## config.mk

```make
export PLATFORM = sky130hd
export DESIGN_NAME = alu_sequencer
export DESIGN_NICKNAME = d
export VERILOG_FILES = /design/src/rtl/alu_sequencer_pkg.sv /design/src/rtl/alu_sequencer_prog_mem.sv /design/src/rtl/alu_sequencer.sv
export SDC_FILE = /design/constraint.sdc
export NUM_CORES = 1
export LEC_CHECK = 0
export ABC_AREA = 1
export BUFFER_PORTS_ARGS = -buffer_cell sky130_fd_sc_hd__buf_4
export CELL_PAD_IN_SITES_DETAIL_PLACEMENT = 0
export CELL_PAD_IN_SITES_GLOBAL_PLACEMENT = 2
export CORE_AREA = 2 2 118 131
export DETAILED_ROUTE_END_ITERATION = 8
export DIE_AREA = 0 0 120 133
export GPL_ROUTABILITY_DRIVEN = 0
export PLACE_DENSITY = 0.69
export SLEW_MARGIN = 20
export SYNTH_ARGS = -nofsm -noshare
export SYNTH_HDL_FRONTEND = slang
export SYNTH_SLANG_ARGS = --single-unit
```

## constraint.sdc

```tcl
create_clock -name Clock -period 4.3 [get_ports Clock]
set_clock_uncertainty 0.2 [all_clocks]
set_input_delay 0.215 -clock Clock [delete_from_list [all_inputs] [get_ports Clock]]
set_output_delay 0.215 -clock Clock [all_outputs]
set_load 0.01 [all_outputs]
```

## src/rtl/alu_sequencer_pkg.sv

```systemverilog
// alu_sequencer_pkg: definitions shared by the sequencer and its program store.
//   - datapath function codes
//   - sequencer state encoding
//   - program step record and the value of an empty slot
package alu_sequencer_pkg;

  localparam logic [1:0] FN_ADD  = 2'b00;
  localparam logic [1:0] FN_MUL  = 2'b01;
  localparam logic [1:0] FN_SHL  = 2'b10;
  localparam logic [1:0] FN_HOLD = 2'b11;

  localparam logic [1:0] ST_IDLE    = 2'd0;
  localparam logic [1:0] ST_CLEAR   = 2'd1;
  localparam logic [1:0] ST_RUN     = 2'd2;
  localparam logic [1:0] ST_CAPTURE = 2'd3;

  typedef struct packed {
    logic [1:0] func;
    logic [3:0] data;
  } step_t;

  // An empty slot leaves the datapath register untouched.
  localparam step_t STEP_HOLD = '{func: FN_HOLD, data: 4'd0};

endpackage

```

## src/rtl/alu_sequencer_prog_mem.sv

```systemverilog
// alu_prog_mem: DEPTH-entry program store, one step_t per slot.
// Ports:
//   i_clk    system clock
//   i_rst    synchronous active-high reset, every slot becomes STEP_HOLD
//   i_we     write strobe (already qualified by the sequencer)
//   i_waddr  slot written
//   i_wstep  step written
//   i_raddr  slot read
//   o_rstep  combinational read data
module alu_prog_mem
  import alu_sequencer_pkg::*;
#(
  parameter int DEPTH  = 8,
  parameter int ADDR_W = 3
) (
  input  logic              i_clk,
  input  logic              i_rst,
  input  logic              i_we,
  input  logic [ADDR_W-1:0] i_waddr,
  input  step_t             i_wstep,
  input  logic [ADDR_W-1:0] i_raddr,
  output step_t             o_rstep
);

  step_t r_mem [DEPTH];

  always_ff @(posedge i_clk) begin
    if (i_rst) begin
      for (int i = 0; i < DEPTH; i++) r_mem[i] <= STEP_HOLD;
    end else if (i_we) begin
      r_mem[i_waddr] <= i_wstep;
    end
  end

  assign o_rstep = r_mem[i_raddr];

endmodule

```

## src/rtl/alu_sequencer.sv

```systemverilog
// alu_sequencer: runs a stored (data, function) program through the external
// 4-bit ALU / 8-bit result-register datapath and returns its final value.
// Ports:
//   Clock, Reset_b      clock and synchronous active-high reset
//   prog_we/addr/data/func  program slot write (honoured only while idle)
//   prog_len            number of steps, sampled when start is accepted
//   start, abort        run request / cancel
//   busy, done, result  run status, one-cycle completion pulse, final value
//   alu_data, alu_function, alu_clear  registered datapath controls
//   alu_result          datapath registered ALUout
module alu_sequencer
  import alu_sequencer_pkg::*;
#(
  parameter int DEPTH  = 8,
  parameter int ADDR_W = 3
) (
  input  logic              Clock,
  input  logic              Reset_b,
  input  logic              prog_we,
  input  logic [ADDR_W-1:0] prog_addr,
  input  logic [3:0]        prog_data,
  input  logic [1:0]        prog_func,
  input  logic [ADDR_W:0]   prog_len,
  input  logic              start,
  input  logic              abort,
  output logic              busy,
  output logic              done,
  output logic [7:0]        result,
  output logic [3:0]        alu_data,
  output logic [1:0]        alu_function,
  output logic              alu_clear,
  input  logic [7:0]        alu_result
);

  localparam int LEN_W = ADDR_W + 1;

  logic [1:0]        r_state;
  logic [ADDR_W-1:0] r_pc;
  logic [LEN_W-1:0]  r_len;
  logic              r_busy;
  logic              r_done;
  logic [7:0]        r_result;
  logic [3:0]        r_alu_data;
  logic [1:0]        r_alu_function;
  logic              r_alu_clear;

  logic              w_we;
  logic [ADDR_W-1:0] w_raddr;
  step_t             w_step;
  logic              w_last;
  logic [LEN_W-1:0]  w_len_m1;

  function automatic logic [LEN_W-1:0] clamp_len(input logic [LEN_W-1:0] n);
    return (n > LEN_W'(DEPTH)) ? LEN_W'(DEPTH) : n;
  endfunction

  // Writes only land while idle, so a running program cannot be altered.
  assign w_we = prog_we && (r_state == ST_IDLE);

  // Outputs are registered, so in RUN we fetch the step for the next cycle.
  assign w_raddr  = (r_state == ST_RUN) ? r_pc + ADDR_W'(1) : r_pc;
  assign w_len_m1 = r_len - LEN_W'(1);
  assign w_last   = ({1'b0, r_pc} == w_len_m1);

  alu_prog_mem #(
    .DEPTH (DEPTH),
    .ADDR_W(ADDR_W)
  ) u_prog_mem (
    .i_clk  (Clock),
    .i_rst  (Reset_b),
    .i_we   (w_we),
    .i_waddr(prog_addr),
    .i_wstep('{func: prog_func, data: prog_data}),
    .i_raddr(w_raddr),
    .o_rstep(w_step)
  );

  always_ff @(posedge Clock) begin
    if (Reset_b) begin
      r_state        <= ST_IDLE;
      r_pc           <= '0;
      r_len          <= '0;
      r_busy         <= 1'b0;
      r_done         <= 1'b0;
      r_result       <= '0;
      r_alu_data     <= '0;
      r_alu_function <= FN_HOLD;
      r_alu_clear    <= 1'b0;
    end else begin
      r_done <= 1'b0;
      if ((r_state != ST_IDLE) && abort) begin
        r_state        <= ST_IDLE;
        r_busy         <= 1'b0;
        r_alu_data     <= '0;
        r_alu_function <= FN_HOLD;
        r_alu_clear    <= 1'b0;
      end else begin
        case (r_state)
          ST_IDLE: begin
            r_alu_data     <= '0;
            r_alu_function <= FN_HOLD;
            r_alu_clear    <= 1'b0;
            if (start && (prog_len != '0)) begin
              r_len       <= clamp_len(prog_len);
              r_pc        <= '0;
              r_busy      <= 1'b1;
              r_alu_clear <= 1'b1;
              r_state     <= ST_CLEAR;
            end
          end
          ST_CLEAR: begin
            r_alu_clear    <= 1'b0;
            r_alu_data     <= w_step.data;
            r_alu_function <= w_step.func;
            r_state        <= ST_RUN;
          end
          ST_RUN: begin
            if (w_last) begin
              r_alu_data     <= '0;
              r_alu_function <= FN_HOLD;
              r_state        <= ST_CAPTURE;
            end else begin
              r_pc           <= r_pc + ADDR_W'(1);
              r_alu_data     <= w_step.data;
              r_alu_function <= w_step.func;
            end
          end
          default: begin
            // CAPTURE: the datapath now holds the value after the last step.
            r_result <= alu_result;
            r_done   <= 1'b1;
            r_busy   <= 1'b0;
            r_state  <= ST_IDLE;
          end
        endcase
      end
    end
  end

  assign busy         = r_busy;
  assign done         = r_done;
  assign result       = r_result;
  assign alu_data     = r_alu_data;
  assign alu_function = r_alu_function;
  assign alu_clear    = r_alu_clear;

endmodule

```

# == Yosys cells after proc, flatten, opt, wreduce, memory -nomap -nowiden ==
# Memories as Yosys holds them, arrays and structs flattened.
# Cells that the tools add are included.
# word_totals
regBits,26
mem_bits_rw,48
in_bits,26
output_inout_bits,17
elab_cells,65
memories,1
# classes
addsub,2
n_lt_le_gt_ge,1
eq_ne,6
muxes,25
n_bitwise,3
reduce_logical,18
# memory_table
name,words,width,read_ports,rd_ports_with_merged_regs,write_ports,line,text
u_prog_mem.r_mem,8,6,1,0,8,alu_sequencer_prog_mem.sv:25,step_t r_mem [DEPTH];
# ops
operator,n
$mux W3,4
$pmux W2 S3,2
$pmux W4 S3,1
$mux W1,9
$mux W4,2
$mux W2,3
$mux W6,1
$pmux W3 S2,1
$reduce_and A2 Y1,3
$reduce_bool A2 Y1,3
$reduce_or A6 Y1,1
$eq A3 B4 Y1,1
$gt A4 B4 Y1 const B,1
$ne A2 B2 Y1 const B,2
$pmux W1 S2,2
$reduce_and A4 Y1,1
$reduce_bool A4 Y1,1
$reduce_or A2 Y1,2
$sub A4 B1 Y4 const B,1
$add A3 B1 Y3 const B,1
$logic_and A1 B1 Y1,3
$not A1 Y1,3
$reduce_and A3 Y1,1
$reduce_bool A3 Y1,1
other kinds (5),5

# == Depth between registers and ports, before layout ==
# Gate-level depths: netlist of run 1.
# depth
word_depth,7
mapped_depth,14
mapped_depth_nobuf,12

# == Modules after synthesis ==
# From an unflattened synthesis of run 1, not the netlist that was laid out.
# unflattened
hier_cells,486
hier_area_um2,3852.4
# modules_own_cells
module,instances,cells_each,area_per_inst_um2,seq_area_each_um2
alu_prog_mem,1,300,2508.7,1441.4
alu_sequencer,1,186,1343.8,520.5

# == Least setup slack after synthesis of run 1 ==
# OpenSTA, ideal clock, no wires.
# synth_path
kind,register to register
from,register r_state[0]
to,"register r_alu_data[3], in the netlist alu_data[3]"
setup_time_ns,0.112
t_arrival_ns,1.575
required_ns,3.988
slack_ns,2.413
stages_incl_launch_ff,13
path_buffers,2
period_less_slack_ns,1.887
path_cell_list,dfxtp_1 > inv_1 > ha_1 > buf_4 > nand2_2 > nand2_4 > buf_6 > o211ai_1 > nand3_1 > nand2_1 > nor2_1 > nand2_1 > nand2_1
# synth_via
elab_chain_cells,5
elab_cells_between_ends,11
cone_classes,2 x eq/ne; 3 x mux; 5 x reduce/logical; 1 x memory
# synth_lines
element,line,text
"start, declared",alu_sequencer.sv:37,logic [1:0] r_state;
"start signal, assigned",alu_sequencer.sv:80,r_state <= ST_IDLE;
"start signal, assigned",alu_sequencer.sv:92,r_state <= ST_IDLE;
"start signal, assigned",alu_sequencer.sv:108,r_state <= ST_CLEAR;
$eq A2 B2 Y1,"alu_sequencer.sv:61, alu_sequencer.sv:98",
$mux W3,alu_sequencer.sv:61,assign w_raddr = (r_state == ST_RUN) ? r_pc + ADDR_W'(1) : r_pc;
$mem_v2 Z8 W6,--,
$mux W4,alu_sequencer.sv:118,if (w_last) begin
$pmux W4 S3,alu_sequencer.sv:98,case (r_state)
"end signal, assigned",alu_sequencer.sv:113,r_alu_data <= w_step.data;
"end signal, assigned",alu_sequencer.sv:124,r_alu_data <= w_step.data;
"end, declared",alu_sequencer.sv:43,logic [3:0] r_alu_data;
# Several ways; a longest one is shown, not always the timed one.
# A chain may end at the register's enable or synchronous reset.

==> results of run 1 <==
==> per-stage QoR <==
stage               total power, W  hold slack, ps  instance area, um2  std cells  worst slack, ps
CTS                       0.002304           59.68                4574        700             1645
finish                    0.002276           65.89                4574        700             1650
global route              0.002418           114.1                4574        700             1477
floorplan                 0.001326           149.9                3598        437             2413
global placement          0.001538           239.9                4111        668             1788
detailed placement        0.001525           250.5                4111        668             1789
==> synth_stat cells (2+ instances only) <==
| cell type | number | area share [%] |
|---|---|---|
| a21oi_1 | 15 | 2.1 |
| buf_2 | 2 | 0.28 |
| buf_6 | 2 | 0.63 |
| clkbuf_1 | 2 | 0.21 |
| dfxtp_1 | 26 | 14 |
| edfxtp_1 | 48 | 40 |
| ha_1 | 8 | 2.8 |
| inv_1 | 54 | 5.6 |
| inv_2 | 5 | 0.52 |
| nand2_1 | 107 | 11 |
| nand2_2 | 3 | 0.52 |
| nand2_4 | 3 | 0.94 |
| nand3_1 | 41 | 5.7 |
| nand4_1 | 2 | 0.35 |
| nor2_1 | 88 | 9.2 |
| nor2_4 | 2 | 0.63 |
| o211ai_1 | 3 | 0.63 |
| o21ai_0 | 16 | 2.2 |
| o21ai_1 | 2 | 0.28 |
==> worst reg2reg max path, delay by kind of cell, from the launching register on <==
kind / cells / cell delay [ps]
buf+inv: 3 / 1250
fa+ha+maj: 1 / 180
simple gates: 3 / 510
compound gates: 1 / 120
flops: 1 / 340
==> final cells by class <==
class,instances,area (um2),area share (%)
clock buffer,9,225.2,4.923
clock inverter,7,77.57,1.696
inverter,59,221.5,4.841
timing repair buffer,58,475.5,10.39
tap,196,245.2,5.361
sequential,74,1962,42.89
multi-input combinational,297,1368,29.90
==> final timing paths <==
path,to,slack [ps],cells after the start
setup reg to reg,r_len[1],1660,8
hold reg to reg,alu_data[3],260,2
hold / removal,r_len[3],70,3
setup / recovery,u_prog_mem.r_mem[5][3],1650,7
==> kinds of logic (layout without fill, tap and decap cells) <==
logic type / Yosys count / in the layout
buf+inv: 66 / 133
simple gates: 248 / 248
fa+ha+maj: 8 / 8
flops: 74 / 74
compound gates: 41 / 41
==> flip-flops by register name, indices dropped and copies added, names as in the netlist <==
register and flops:
r_pc 3, alu_clear 1, alu_data 4, u_prog_mem.r_mem 48, done 1, busy 1
alu_function 2, result 8, r_state 2, r_len 4
==> routing by layer <==
metal / share of wire [%] / GRT usage, % / wire length (um) / vias up
met2: 50 / 22.00 / 4948 / 62
met3: 3.3 / 2.328 / 325 / 13
met1: 44 / 15.94 / 4352 / 1353
met4: 2.0 / 5.229 / 200 / 0
li1: - / - / - / 1532
met5: 0 / 0 / 0 / -
==> report_power, final <==
| part | switching [W] | internal (W) | total, W |
|---|---|---|---|
| Combinational | 0.000429 | 0.000225 | 0.000655 |
| Sequential | 0.0000396 | 0.000820 | 0.000860 |
| Clock | 0.000308 | 0.000453 | 0.000761 |
| Total | 0.000777 | 0.00150 | 0.00228 |
==> results.sh, run 1 <==
export IMPL_status="finished, final reports clean"
export IMPL_max_freq_mhz=377.4
export IMPL_yosys_area_share_simple_pct=28.79
export IMPL_grt_pass1_wl_um=15550
export IMPL_relSlewSlack_pct=38.20
export IMPL_start_util_pct=24.38
export IMPL_first_iter_violations=193
export IMPL_synth_fp_nets=471
export IMPL_min_path_type="in -> reg"
export IMPL_cts_setup_buffers=0
export IMPL_vias_per_cell=4.229
export IMPL_h_tree_depth=3
export IMPL_period_share_pct=61.63
export IMPL_dieWidth_um=120
export IMPL_synth_compound_area_share_pct=6.433
export IMPL_cts_root_buf="clkbuf_16"
export IMPL_synth_enable_flop_cells=48
export IMPL_wire_per_inst_um=14.04
export IMPL_grt_max_degree=20
export IMPL_synth_seq_cells=74
export IMPL_required_ps=4120
export IMPL_yosysSeqAreaShare_pct=54.52
export IMPL_grt_overflow_total=0
export IMPL_dr_total_vias=2960
export IMPL_core_area_um2=14760
export IMPL_post_cts_resized=0
export IMPL_ys_types=27
export IMPL_first_global_vias=2934
export IMPL_setup_viol=0
export IMPL_drv_cap=0
export IMPL_final_cell_mix="107 x nand2_1, 88 x nor2_1, 54 x inv_1, 48 x edfxtp_1, 42 x buf_4"
export IMPL_p_per_area_nw_per_um2=497.4
export IMPL_arrival_ps=2470
export IMPL_reg2reg_from="r_state[0]"
export IMPL_hold_start="prog_len[3]"
export IMPL_ys_flop_type="edfxtp_1"
export IMPL_finalSetupTns_ps=0
export IMPL_crit_type="in -> reg"
export IMPL_drv_slew=0
export IMPL_clockBufferDepth=2
export IMPL_boundaryPins=43
export IMPL_p_leak_nw=1.927
export IMPL_syn_area_per_cell_um2=8.234
export IMPL_die_h_um=133
export IMPL_synthToLayoutAreaGrowth_pct=27.12
export IMPL_wl_um=9827
export IMPL_crit_path_cell_trace="dlygate4sd3_1 -> buf_4 -> inv_1 -> nand4_1 -> nor2_1 -> inv_1 -> nand2_1"
export IMPL_worst_pin_slew_ps=920.8
export IMPL_drive_gt1_share_pct=14.29
export IMPL_critPathSlowestCell="dlygate4sd3_1"
export IMPL_critPathCaptureType="flop"
export IMPL_drtPass1Iterations=4
export IMPL_syn_area_um2=3598
export IMPL_fillCellCount=1557
export IMPL_clk_insertion_delay_late_ps=330
export IMPL_nNetsFinal=533
export IMPL_post_route_min_period_ps=2650
export IMPL_path_clk_slew_ps=60
export IMPL_dieArea_um2=15960
export IMPL_crit_family="buffers and inverters"
export IMPL_rows=47
export IMPL_ant_nets=0
export IMPL_synth_fa_ha_area_share_pct=2.782
export IMPL_antennaDiodeCount=0
export IMPL_tritoncts="built"
export IMPL_crit_fanout=18
export IMPL_grt_util_all_layers_pct=12.87
export IMPL_rsz0062_at_grt="no"
export IMPL_synth_xor_xnor_area_share_pct=0
export IMPL_finalHoldViolCount=0
export IMPL_startpoint="Reset_b"
export IMPL_port_buffers=42
export IMPL_synth_area_mux_share_pct=0
export IMPL_cts_num_sinks=74
export IMPL_syn_instance_count=437
export IMPL_cts_buffers=9
export IMPL_start_kind="primary input"
export IMPL_antenna_found_initial=0
export IMPL_final_common_cell="nand2_1"
export IMPL_synth_top_family_by_area="simple AND/OR/NAND/NOR gates"
export IMPL_ys_async_sr_fraction_pct=0
export IMPL_critPathMaxStageDelay_ps=530
export IMPL_hpwl_um=7343
export IMPL_yosys_warnings=0
export IMPL_ir_worst_vdd_mv=0.2599
export IMPL_crit_path_frequent_cell="inv_1"
export IMPL_drc=0
export IMPL_cts_hold_fix_buffers=16
export IMPL_crit_buf_inv=4
export IMPL_post_route_util_pct=30.99
Note: power is estimated with default switching activity, not from simulation.
==> run 2: changes to the inputs <==
--- a/config.mk
+++ b/config.mk
@@ -13,7 +13,7 @@
 export DETAILED_ROUTE_END_ITERATION = 8
 export DIE_AREA = 0 0 120 133
 export GPL_ROUTABILITY_DRIVEN = 0
-export PLACE_DENSITY = 0.69
+export PLACE_DENSITY = 0.71
 export SLEW_MARGIN = 20
 export SYNTH_ARGS = -nofsm -noshare
 export SYNTH_HDL_FRONTEND = slang
==> constraint.sdc (replaced) <==
create_clock -name Clock -period 2.3 [get_ports Clock]
set_clock_uncertainty 0.2 [all_clocks]
set_input_delay 0.115 -clock Clock [delete_from_list [all_inputs] [get_ports Clock]]
set_output_delay 0.115 -clock Clock [all_outputs]
set_load 0.01 [all_outputs]
==> run 2 against run 1 <==
The run now ends with hold timing left. Clock power grew 93%. First-iteration DRC count shrank 15%. Final cell count grew 2.7%. Flip-flop and latch count is the same. Non-clock buffer count grew 19. Critical path type is now reg -> reg.
==> results.sh, run 2 (synthesized netlist as in run 1, its figures left out) <==
export IMPL_status="complete, but fails checks"
export IMPL_failed_checks="hold timing"
export IMPL_p_int_w=0.002874
export IMPL_required_ps=2370
export IMPL_final_cell_area_um2=4756
export IMPL_max_freq_mhz=477.1
export IMPL_first_global_vias=2966
export IMPL_final_common_cell="nand2_1"
export IMPL_grt_util_all_layers_pct=12.47
export IMPL_tritoncts="built"
export IMPL_drv_cap=0
export IMPL_drive_gt1_share_pct=18.36
export IMPL_cts_num_sinks=74
export IMPL_cts_setup_buffers=0
export IMPL_crit_fanout=5
export IMPL_period_share_pct=91.13
export IMPL_multiInputGateArea_um2=1394
export IMPL_fin_ws_ps=204.0
export IMPL_top_register="u_prog_mem.r_mem"
export IMPL_rows=47
export IMPL_grt_overflow_total=0
export IMPL_comb_power_share_pct=29.5
export IMPL_rsz0062_at_grt="no"
export IMPL_die_h_um=133
export IMPL_antenna_found_initial=0
export IMPL_fin_hold_ws_ps=-1.083
export IMPL_ir_worst_vdd_mv=0.4464
export IMPL_clk_insertion_delay_late_ps=330
export IMPL_h_tree_depth=3
export IMPL_p_leak_nw=2.014
export IMPL_first_iter_violations=165
export IMPL_hpwl_um=7078
export IMPL_post_route_min_period_ps=2096
export IMPL_ant_nets=0
export IMPL_dieArea_um2=15960
export IMPL_largest_reg_flops=48
export IMPL_drc=0
export IMPL_p_sw_share_pct=33.92
export IMPL_wl_um=9437
export IMPL_drtPass1Iterations=4
export IMPL_cts_buffers=9
export IMPL_worst_pin_slew_ps=322.0
export IMPL_wire_per_inst_um=13.13
export IMPL_nNetsFinal=552
export IMPL_grt_pass1_wl_um=15210
export IMPL_port_buffers=42
export IMPL_total_power_w=0.004349
export IMPL_dp_slack_ps=113.4
export IMPL_cts_root_buf="clkbuf_16"
export IMPL_setup_viol=0
export IMPL_final_cell_mix="103 x nand2_1, 85 x nor2_1, 58 x buf_4, 54 x inv_1, 48 x edfxtp_1"
export IMPL_min_path_type="in -> reg"
export IMPL_core_area_um2=14760
export IMPL_place_area_um2=4232
export IMPL_ff_latch_area_um2=1962
export IMPL_fillCellCount=1543
export IMPL_finalSetupTns_ps=0
export IMPL_p_per_area_nw_per_um2=914.4
export IMPL_seqPwrFrac_pct=36.8
export IMPL_vias_per_cell=4.175
export IMPL_relSlewSlack_pct=78.51
export IMPL_clockBufferDepth=2
export IMPL_synthToLayoutAreaGrowth_pct=32.16
export IMPL_critPathCaptureType="flop"
export IMPL_arrival_ps=2160
export IMPL_drv_slew=0
export IMPL_crit_type="reg -> reg"
export IMPL_antennaDiodeCount=0
export IMPL_power_switching_w=0.001475
export IMPL_finalHoldViolCount=1
export IMPL_pwr_share_clk_pct=33.7
export IMPL_path_clk_slew_ps=60
export IMPL_start_kind="flop"
export IMPL_boundaryPins=43
export IMPL_grt_max_degree=20
export IMPL_dr_total_vias=3002
export IMPL_dieWidth_um=120
export IMPL_start_util_pct=24.38
[run 2: cell types whose count changed in the layout (fill, tap and decap cells not counted), sizes merged]
cell and delta:
dlygate4sd3 +3, buf +16, clkinv -5, inv +3
clkinvlp +2
[run 2: power by group through the flow]
stage | registers [W] | logic [W] | clock network (W)
global placement | 0.00163 | 0.00124 | 0
detailed placement | 0.00163 | 0.00123 | 0
CTS | 0.00160 | 0.00127 | 0.00150
finish | 0.00160 | 0.00128 | 0.00147
floorplan | 0.00164 | 0.000838 | 0
global route | 0.00161 | 0.00146 | 0.00155
[run 2: layer usage]
metal / global-route usage [%] / vias up / routed length [um]
li1: - / 1564 / -
met1: 15.83 / 1360 / 4380
met2: 20.64 / 70 / 4435
met3: 2.974 / 8 / 483
met4: 4.444 / 0 / 137
met5: 0 / - / 0
[run 2: critical path, cell delays in order, from the launching register on]
cell and delay, ps:
dfxtp_1 340, inv_1 130, ha_1 200, nand3_1 200
nor2_2 200, nand2_1 70, dlygate4sd3_1 560, a21oi_1 120
[run 2: cell type report]
cell class | instances | area share, %
Clock buffer | 9 | 4.736
Tap cell | 196 | 5.157
Clock inverter | 7 | 1.736
Sequential cell | 74 | 41.25
Multi-Input combinational cell | 297 | 29.31
Inverter | 59 | 4.657
Timing Repair Buffer | 77 | 13.15
[run 2: worst paths after layout]
| kind | from | to | slack [ps] | cells past startpoint |
|---|---|---|---|---|
| max | r_state[0] | r_len[0] | 200 | 7 |
| min | prog_addr[2] | u_prog_mem.r_mem[3][5] | -1 | 5 |
| max reg2reg | r_state[0] | r_len[0] | 200 | 7 |
| min reg2reg | alu_data[0] | alu_data[0] | 250 | 2 |
[run 2: metrics by stage]
stage	std cells	util, %	hold WS, ps
6_report	719	32.22	-1.083
5_1_grt	719	32.22	32.87
4_1_cts	719	32.04	5.765
3_5_place_dp	684	28.67	148.2
3_3_place_gp	684	28.67	139.1
2_1_floorplan	437	-	49.90
[run 2: what timing repair did]
action	4_1_cts	5_1_grt
endpoints found under the hold margin	31	0
endpoints found under the setup margin	0	26
gates resized for setup	0	8
hold buffers	19	0
==> run 3: changes to the inputs <==
--- a/config.mk
+++ b/config.mk
@@ -6,10 +6,11 @@
 export NUM_CORES = 1
 export LEC_CHECK = 0
 export ABC_AREA = 1
-export BUFFER_PORTS_ARGS = -buffer_cell sky130_fd_sc_hd__buf_4
+export BUFFER_PORTS_ARGS = -buffer_cell sky130_fd_sc_hd__buf_2
 export CELL_PAD_IN_SITES_DETAIL_PLACEMENT = 0
 export CELL_PAD_IN_SITES_GLOBAL_PLACEMENT = 2
 export CORE_AREA = 2 2 118 131
+export CTS_BUF_LIST = sky130_fd_sc_hd__clkbuf_8
 export DETAILED_ROUTE_END_ITERATION = 8
 export DIE_AREA = 0 0 120 133
 export GPL_ROUTABILITY_DRIVEN = 0
==> run 3 against run 2 <==
The run now ends clean. Cell area is 3.0% lower. Utilization is 0.97 points lower. Sequential power hardly changed. Total power is 9.3% lower. Fmax is 2.7% lower. Die area stayed put. Clock power is 25% lower. Critical path depth is 2 higher. Via count is 2.3% higher. Final cell count is 0.83% higher. Critical path type unchanged. Critical endpoint is now alu_clear. Largest power group unchanged.
==> results.sh, run 3 (synthesized netlist as in run 1, its figures left out) <==
export IMPL_final_cell_mix="103 x nand2_1, 84 x nor2_1, 54 x inv_1, 48 x edfxtp_1, 42 x buf_2"
export IMPL_min_path_type="in -> reg"
export IMPL_period_share_pct=93.63
export IMPL_ant_nets=0
export IMPL_status="finished, final reports clean"
export IMPL_grt_util_all_layers_pct=12.73
export IMPL_drv_slew=0
export IMPL_die_h_um=133
export IMPL_drc=0
export IMPL_fillCellCount=1553
export IMPL_h_tree_depth=3
export IMPL_first_iter_violations=132
export IMPL_startpoint="r_state[1]"
export IMPL_cts_buffers=9
export IMPL_wl_um=9680
export IMPL_antennaDiodeCount=0
export IMPL_r2r_slack_ps=150
export IMPL_wire_per_inst_um=13.35
export IMPL_path_clk_slew_ps=90
export IMPL_reg2reg_from="r_state[1]"
export IMPL_start_util_pct=24.38
export IMPL_final_common_cell="nand2_1"
export IMPL_grt_pass1_wl_um=15560
export IMPL_cts_root_buf="clkbuf_8"
export IMPL_finalHoldViolCount=0
export IMPL_finalSetupTns_ps=0
export IMPL_final_cell_area_um2=4612
export IMPL_dr_total_vias=3072
export IMPL_nNetsFinal=558
export IMPL_antenna_found_initial=0
export IMPL_setup_viol=0
export IMPL_worst_pin_slew_ps=337.6
export IMPL_cts_setup_buffers=0
export IMPL_p_leak_nw=1.969
export IMPL_p_per_area_nw_per_um2=855.5
export IMPL_tritoncts="built"
export IMPL_grt_overflow_total=0
export IMPL_rsz0062_at_grt="yes"
export IMPL_largest_reg_flops=48
export IMPL_relSlewSlack_pct=77.47
export IMPL_ir_worst_vdd_mv=0.2553
export IMPL_place_area_um2=4134
export IMPL_first_global_vias=3078
export IMPL_clk_insertion_delay_late_ps=360
export IMPL_drtPass1Iterations=5
export IMPL_grt_max_degree=20
export IMPL_cts_num_sinks=74
export IMPL_dieWidth_um=120
export IMPL_top_register="u_prog_mem.r_mem"
export IMPL_core_area_um2=14760
export IMPL_dieArea_um2=15960
export IMPL_hpwl_um=7198
export IMPL_required_ps=2360
export IMPL_multiInputGateArea_um2=1396
export IMPL_ff_latch_area_um2=1962
export IMPL_crit_type="reg -> reg"
export IMPL_synthToLayoutAreaGrowth_pct=28.16
export IMPL_critPathCaptureType="flop"
export IMPL_fin_hold_ws_ps=16.21
export IMPL_rows=47
export IMPL_post_route_util_pct=31.25
export IMPL_max_freq_mhz=464.4
export IMPL_crit_fanout=5
export IMPL_drv_cap=0
export IMPL_start_kind="flop"
export IMPL_clockBufferDepth=2
export IMPL_vias_per_cell=4.237
export IMPL_port_buffers=42
export IMPL_arrival_ps=2210
export IMPL_drive_gt1_share_pct=18.53
export IMPL_post_route_min_period_ps=2153
export IMPL_boundaryPins=43
export IMPL_hold_start="prog_data[3]"
[run 3: cell count changes in the layout (fill, tap and decap cells not counted), moves of 2 or more]
cell | previous run | this run
buf_2 | 0 | 42
buf_4 | 58 | 17
clkbuf_16 | 9 | 0
clkbuf_8 | 0 | 9
dlygate4sd3_1 | 19 | 24
inv_6 | 3 | 1
[run 3: where the power goes]
part | switching (W) | total, W | internal, W
combinational | 0.000798 | 0.00125 | 0.000447
clock | 0.000577 | 0.00110 | 0.000522
sequential | 0.0000711 | 0.00160 | 0.00153
total | 0.00145 | 0.00395 | 0.00250
[run 3: metrics by stage]
| stage | setup slack [ps] | std cells | total power, W |
|---|---|---|---|
| 6_report | 146.6 | 725 | 0.003946 |
| 5_1_grt | -7.870 | 725 | 0.004224 |
| 4_1_cts | 118.3 | 725 | 0.003969 |
| 3_5_place_dp | 127.9 | 685 | 0.002822 |
| 3_3_place_gp | 231.4 | 685 | 0.002819 |
| 2_1_floorplan | 412.9 | 437 | 0.002479 |
[run 3: layer usage]
metal | routed length, um | share of wire (%) | track usage (%) | vias to the layer above
li1 | - | - | - | 1576
met1 | 4553 | 47 | 16.24 | 1433
met2 | 4627 | 48 | 20.74 | 51
met3 | 337 | 3.5 | 2.974 | 12
met4 | 161 | 1.7 | 5.098 | 0
met5 | 0 | 0 | 0 | -
[run 3: worst paths after layout]
check | to | cells past startpoint
worst min-delay path | u_prog_mem.r_mem[2][3] | 3
worst max register to register | alu_clear | 9
worst min register to register | alu_data[1] | 2
worst max-delay path | alu_clear | 9
[run 3: worst max-delay path: stages, from the launching register on]
cell and delay, ps:
dfxtp_1 420, inv_1 100, ha_1 220, buf_4 160, inv_1 50, nand2_1 50
inv_2 100, nor2_4 40, dlygate4sd3_1 580, o2111a_1 130
[run 3: timing repair]
action,4_1_cts,5_1_grt
endpoints found under the hold margin,34,0
hold buffers,24,0
resized for setup,0,9
endpoints found under the setup margin,0,28
[run 3: area by class of cell]
| class | instances | share of cell area [%] |
|---|---|---|
| Clock inverter | 7 | 1.845 |
| Sequential cell | 74 | 42.54 |
| Timing Repair Buffer | 83 | 12.53 |
| Clock buffer | 9 | 2.686 |
| Tap cell | 196 | 5.317 |
| Multi-Input combinational cell | 297 | 30.28 |
| Inverter | 59 | 4.802 |
